$ cat config.mk
export PLATFORM = sky130hd
export DESIGN_NAME = hazard_stall_ctrl
export DESIGN_NICKNAME = d
export VERILOG_FILES = /design/src/rtl/hazard_stall_ctrl_pkg.sv /design/src/rtl/hazard_stall_ctrl_hazard_detect.sv /design/src/rtl/hazard_stall_ctrl.sv
export SDC_FILE = /design/constraint.sdc
export NUM_CORES = 1
export LEC_CHECK = 0
export CORE_MARGIN = 2
export CORE_UTILIZATION = 40
export CTS_CLUSTER_SIZE = 14
export DETAILED_ROUTE_END_ITERATION = 6
export PLACE_DENSITY = 0.74
export SLEW_MARGIN = 20
export SYNTH_ARGS = -nofsm -noshare
export SYNTH_HDL_FRONTEND = slang
export SYNTH_SLANG_ARGS = --single-unit
$ cat constraint.sdc
create_clock -name clock -period 5.2 [get_ports clock]
set_clock_uncertainty 0.1 [all_clocks]
set_input_delay 1.04 -clock clock [delete_from_list [all_inputs] [get_ports clock]]
set_output_delay 1.04 -clock clock [all_outputs]
set_load 0.03 [all_outputs]
$ cat src/rtl/hazard_stall_ctrl_pkg.sv
// rtl/hazard_stall_ctrl_pkg.sv - shared types and widths for the pipeline hazard/stall controller
package hazard_stall_ctrl_pkg;

    // Controller operating state: normal issue, or EX occupied by a mult/div op
    typedef enum logic {
        RUN  = 1'b0,
        BUSY = 1'b1
    } state_t;

    // Register-specifier width of the MIPS register file
    localparam int REG_W = 5;

    // Control-field widths zeroed by the bubble mux at the ID/EX register input
    localparam int WB_W   = 2;
    localparam int MEM_W  = 3;
    localparam int EX_W   = 4;
    localparam int CTRL_W = WB_W + MEM_W + EX_W;

endpackage

$ cat src/rtl/hazard_stall_ctrl_hazard_detect.sv
// rtl/hazard_stall_ctrl_hazard_detect.sv - combinational load-use hazard compare
import hazard_stall_ctrl_pkg::*;

module hazard_detect (
    input  logic [REG_W-1:0] id_rs,
    input  logic [REG_W-1:0] id_rt,
    input  logic             id_uses_rt,
    input  logic             ex_mem_read,
    input  logic [REG_W-1:0] ex_rt,
    output logic             load_use
);

    // A load into $zero never creates a dependency; rt only matters when ID reads it
    always_comb begin
        load_use = 1'b0;
        if (ex_mem_read && (ex_rt != '0)) begin
            load_use = (ex_rt == id_rs) || (id_uses_rt && (ex_rt == id_rt));
        end
    end

endmodule

$ cat src/rtl/hazard_stall_ctrl.sv
// rtl/hazard_stall_ctrl.sv - load-use stall, branch flush and mult/div hold control with stall counter
import hazard_stall_ctrl_pkg::*;

module hazard_stall_ctrl #(
    parameter int MULDIV_CYCLES = 4,
    parameter int PERF_W        = 16
) (
    input  logic              clock,
    input  logic              reset,
    input  logic [REG_W-1:0]  id_rs,
    input  logic [REG_W-1:0]  id_rt,
    input  logic              id_uses_rt,
    input  logic              idex_mem_read,
    input  logic [REG_W-1:0]  idex_rt,
    input  logic              branch_taken,
    input  logic              id_muldiv,
    output logic              pc_write,
    output logic              ifid_write,
    output logic              ifid_flush,
    output logic              idex_bubble,
    output logic              muldiv_busy,
    output logic              muldiv_done,
    output logic [PERF_W-1:0] stall_count
);

    localparam int               CNT_W    = $clog2(MULDIV_CYCLES) + 1;
    localparam logic [CNT_W-1:0] CNT_LOAD = CNT_W'(MULDIV_CYCLES - 1);
    localparam logic [CNT_W-1:0] CNT_ONE  = CNT_W'(1);
    localparam logic [PERF_W-1:0] PERF_MAX = {PERF_W{1'b1}};

    state_t           state;
    logic [CNT_W-1:0] count;
    logic             load_use;
    logic             issue;
    logic             done_raw;

    hazard_detect u_hazard (
        .id_rs       (id_rs),
        .id_rt       (id_rt),
        .id_uses_rt  (id_uses_rt),
        .ex_mem_read (idex_mem_read),
        .ex_rt       (idex_rt),
        .load_use    (load_use)
    );

    // Mealy hazard outputs: branch flush beats load-use, which beats mult/div issue
    always_comb begin
        pc_write    = 1'b1;
        ifid_write  = 1'b1;
        ifid_flush  = 1'b0;
        idex_bubble = 1'b0;
        muldiv_busy = 1'b0;
        done_raw    = 1'b0;
        issue       = 1'b0;
        case (state)
            RUN: begin
                if (branch_taken) begin
                    ifid_flush  = 1'b1;
                    idex_bubble = 1'b1;
                end else if (load_use) begin
                    pc_write    = 1'b0;
                    ifid_write  = 1'b0;
                    idex_bubble = 1'b1;
                end else if (id_muldiv) begin
                    issue    = 1'b1;
                    done_raw = (MULDIV_CYCLES == 1);
                end
            end
            BUSY: begin
                pc_write    = 1'b0;
                ifid_write  = 1'b0;
                idex_bubble = 1'b1;
                muldiv_busy = 1'b1;
                done_raw    = (count == CNT_ONE);
            end
            default: begin
                pc_write    = 1'b1;
            end
        endcase
    end

    // A reset cycle aborts any op in flight, so it must not report completion
    assign muldiv_done = done_raw && !reset;

    // State and mult/div down-counter; the last busy cycle returns to RUN
    always_ff @(posedge clock) begin
        if (reset) begin
            state <= RUN;
            count <= '0;
        end else begin
            case (state)
                RUN: begin
                    if (issue && (MULDIV_CYCLES > 1)) begin
                        state <= BUSY;
                        count <= CNT_LOAD;
                    end
                end
                BUSY: begin
                    if (count == CNT_ONE) begin
                        state <= RUN;
                        count <= '0;
                    end else begin
                        count <= count - CNT_ONE;
                    end
                end
                default: begin
                    state <= RUN;
                    count <= '0;
                end
            endcase
        end
    end

    // Saturating count of cycles in which the PC is held
    always_ff @(posedge clock) begin
        if (reset) begin
            stall_count <= '0;
        end else if (!pc_write && (stall_count != PERF_MAX)) begin
            stall_count <= stall_count + PERF_W'(1);
        end
    end

endmodule

==> results.yml <==
clocking:
  htreeDepth: 1
  cts_resized: 0
  clock_path_buffers: 2
  post-cts-setup-buffers: 0
  cts_tree: "built"
  clkLatencyLatePin_ps: 310
  clock-root-buffer: "clkbuf_4"
  cts_hold_buf: 0
  path_clk_slew_ps: 110
  clock_sinks: 20
  cts-buffers-inserted: 3
die:
  initial_core_util_pct: 42.0
  coreArea_mm2: 0.00276
  io_pins: 43
  fp.dieH_um: 57.8
  rows: 19
  die_w_um: 57.8
  die_area_mm2: 0.00334
synth:
  synthCells: 140
  synth_edf_count: 0
  syn_area_mm2: 0.00116
  syn_nets: 164
  synth-seq-cells: 20
  avgSynthCellArea_um2: 8.28
  yosysSeqAreaShare_pct: 34.6
  yosysWarnings: 0
  synthArstFlopShare_pct: 0
  ys_types: 37
  ys.flop_type: "dfxtp_1"
timing:
  holdWs_ps: 403
  hold_viol: 0
  fmax_ghz: 0.226
  fin_setup_tns_ps: 0
  min_period_ps: 4430
  slew_viol_final: 0
  setup_violations: 0
  rsz0062_at_grt: "false"
  slew_headroom_pct: 70.9
  period_share_pct: 85.1
  tightest_slew_ps: 436
global_routing:
  met1_usage_pct: 23.5
  track_usage_pct: 19.4
  antenna_found_initial: 0
  grt-ovfl-total: 0
  grt_pass1_wl_mm: 5.04
  grt_max_degree: 27
  met2_usage_pct: 33.4
  grt_pass1_vias: 1144
  grt.busiest_layer: "met2"
  met3_usage_pct: 5.58
power_and_ir_drop:
  power_density_mw_per_mm2: 200
  leakagePower_nw: 0.535
  peakVddDrop_uv: 137
setup_path:
  path_class: "primary input to primary output"
  worstSetupEndpointType: "primary output"
  worstPathArrival_ps: 3290
  crit_path_start_kind: "primary input"
  worstPathRequired_ps: 4060
  crit_fanout: 3
final_layout:
  final_common_cell: "clkdlybuf4s50_1"
  final_layout_size_suffix_gt1_share_pct: 5.52
  diodes: 0
  regArea_um2: 400
  final_cell_mix: "clkdlybuf4s50_1, dfxtp_1, nor2_1, a21oi_1"
  area_growth_pct: 40.3
  nFillCells: 266
  final_nets: 206
  fin_util_pct: 58.9
  multiInputGateArea_um2: 684
place:
  hpwl_mm: 2.33
  portBuffers: 42
  place_congestion: 0.833
route:
  drt-total-wl_mm: 3.04
  drt_iter0_markers: 28
  firstDrtPassIters: 4
  drc: 0
  avgViaCountPerCell: 5.54
  wire_per_inst_um: 14.3
  via_count: 1175
  ant_nets: 0
job:
  cap_viol_max_count: 0
worst_hold_path:
  hold_class: "register to register"
run_status:
  status: "finished clean"
kinds of logic (layout without fill, tap and decap cells):
kind of cell,count (synthesis),in the layout,share of synthesized area [%]
buffers and inverters,16,57,6.37
muxes,3,3,2.81
and+or+nand+nor,53,53,26.6
DFF,20,20,34.6
AOI/OAI and AO/OA,34,34,18.1
adders and majority gates,3,3,3.24
xor gates and xnor gates,11,11,8.32
registers in the layout (all words and copies together) (netlist names):
| register | cells |
|---|---|
| stall_count | 16 |
| count | 3 |
| state | 1 |
where the power goes:
group | internal, mW | switching, mW | leakage, nW | total [mW]
registers | 0.157 | 0.00386 | 0.162 | 0.161
clock network | 0.0428 | 0.0491 | 0.0210 | 0.0919
logic | 0.0337 | 0.0376 | 0.352 | 0.0714
total | 0.234 | 0.0906 | 0.535 | 0.324
worst paths after layout:
| check | startpoint | end | slack [ps] | cells after the start |
|---|---|---|---|---|
| max | idex_rt[3] | idex_bubble | 770 | 7 |
| min | stall_count[11]$_SDFFE_PP0P_ | stall_count[11]$_SDFFE_PP0P_ | 400 | 2 |
| max reg2reg | stall_count[0]$_SDFFE_PP0P_ | stall_count[13]$_SDFFE_PP0P_ | 2850 | 7 |
| min reg2reg | stall_count[11]$_SDFFE_PP0P_ | stall_count[11]$_SDFFE_PP0P_ | 400 | 2 |
layer usage:
layer | up-vias | wire length (µm)
li1 | 601 | -
met1 | 536 | 1310
met2 | 31 | 1530
met3 | 7 | 154
met4 | 0 | 44
met5 | - | 0
worst max-delay path, stage by stage:
cell and delay [ps]:
clkdlybuf4s50_1 470, xor2_1 200, nor4_2 300, a32oi_1 180, or2_2 330, nand3_1 90
clkdlybuf4s50_1 670
synth_stat cells, types with 2 or more instances:
cell | number | area [µm²]
or4_1 | 7 | 52.6
dfxtp_1 | 20 | 400
or3_1 | 8 | 50.1
a21oi_1 | 12 | 60.1
nor2_1 | 12 | 45.0
buf_2 | 2 | 10.0
nand4_1 | 5 | 31.3
o31ai_1 | 5 | 37.5
o31a_1 | 2 | 17.5
a221oi_1 | 2 | 17.5
o21ai_0 | 8 | 40.0
inv_1 | 10 | 37.5
ha_1 | 3 | 37.5
nand3_1 | 5 | 25.0
nor4_1 | 3 | 18.8
clkbuf_1 | 2 | 7.51
nand2_1 | 5 | 18.8
xor2_1 | 10 | 87.6
cell type report:
cell class,instances,share of cell area (%)
inverter,10,2.31
sequential,20,24.6
clock buffer,4,2.23
multi-input combinational,104,42.1
timing repair buffer,43,26.3
tap,31,2.39
metrics by stage:
step	worst slack, ps	area (µm²)	power [mW]	std cells
detailed placement	769	1590	0.236	208
global placement	877	1590	0.234	208
finish	774	1630	0.324	212
CTS	769	1630	0.328	212
global route	693	1630	0.343	212
floorplan	1730	1160	0.204	140
Note: power is estimated with default switching activity, not from simulation.
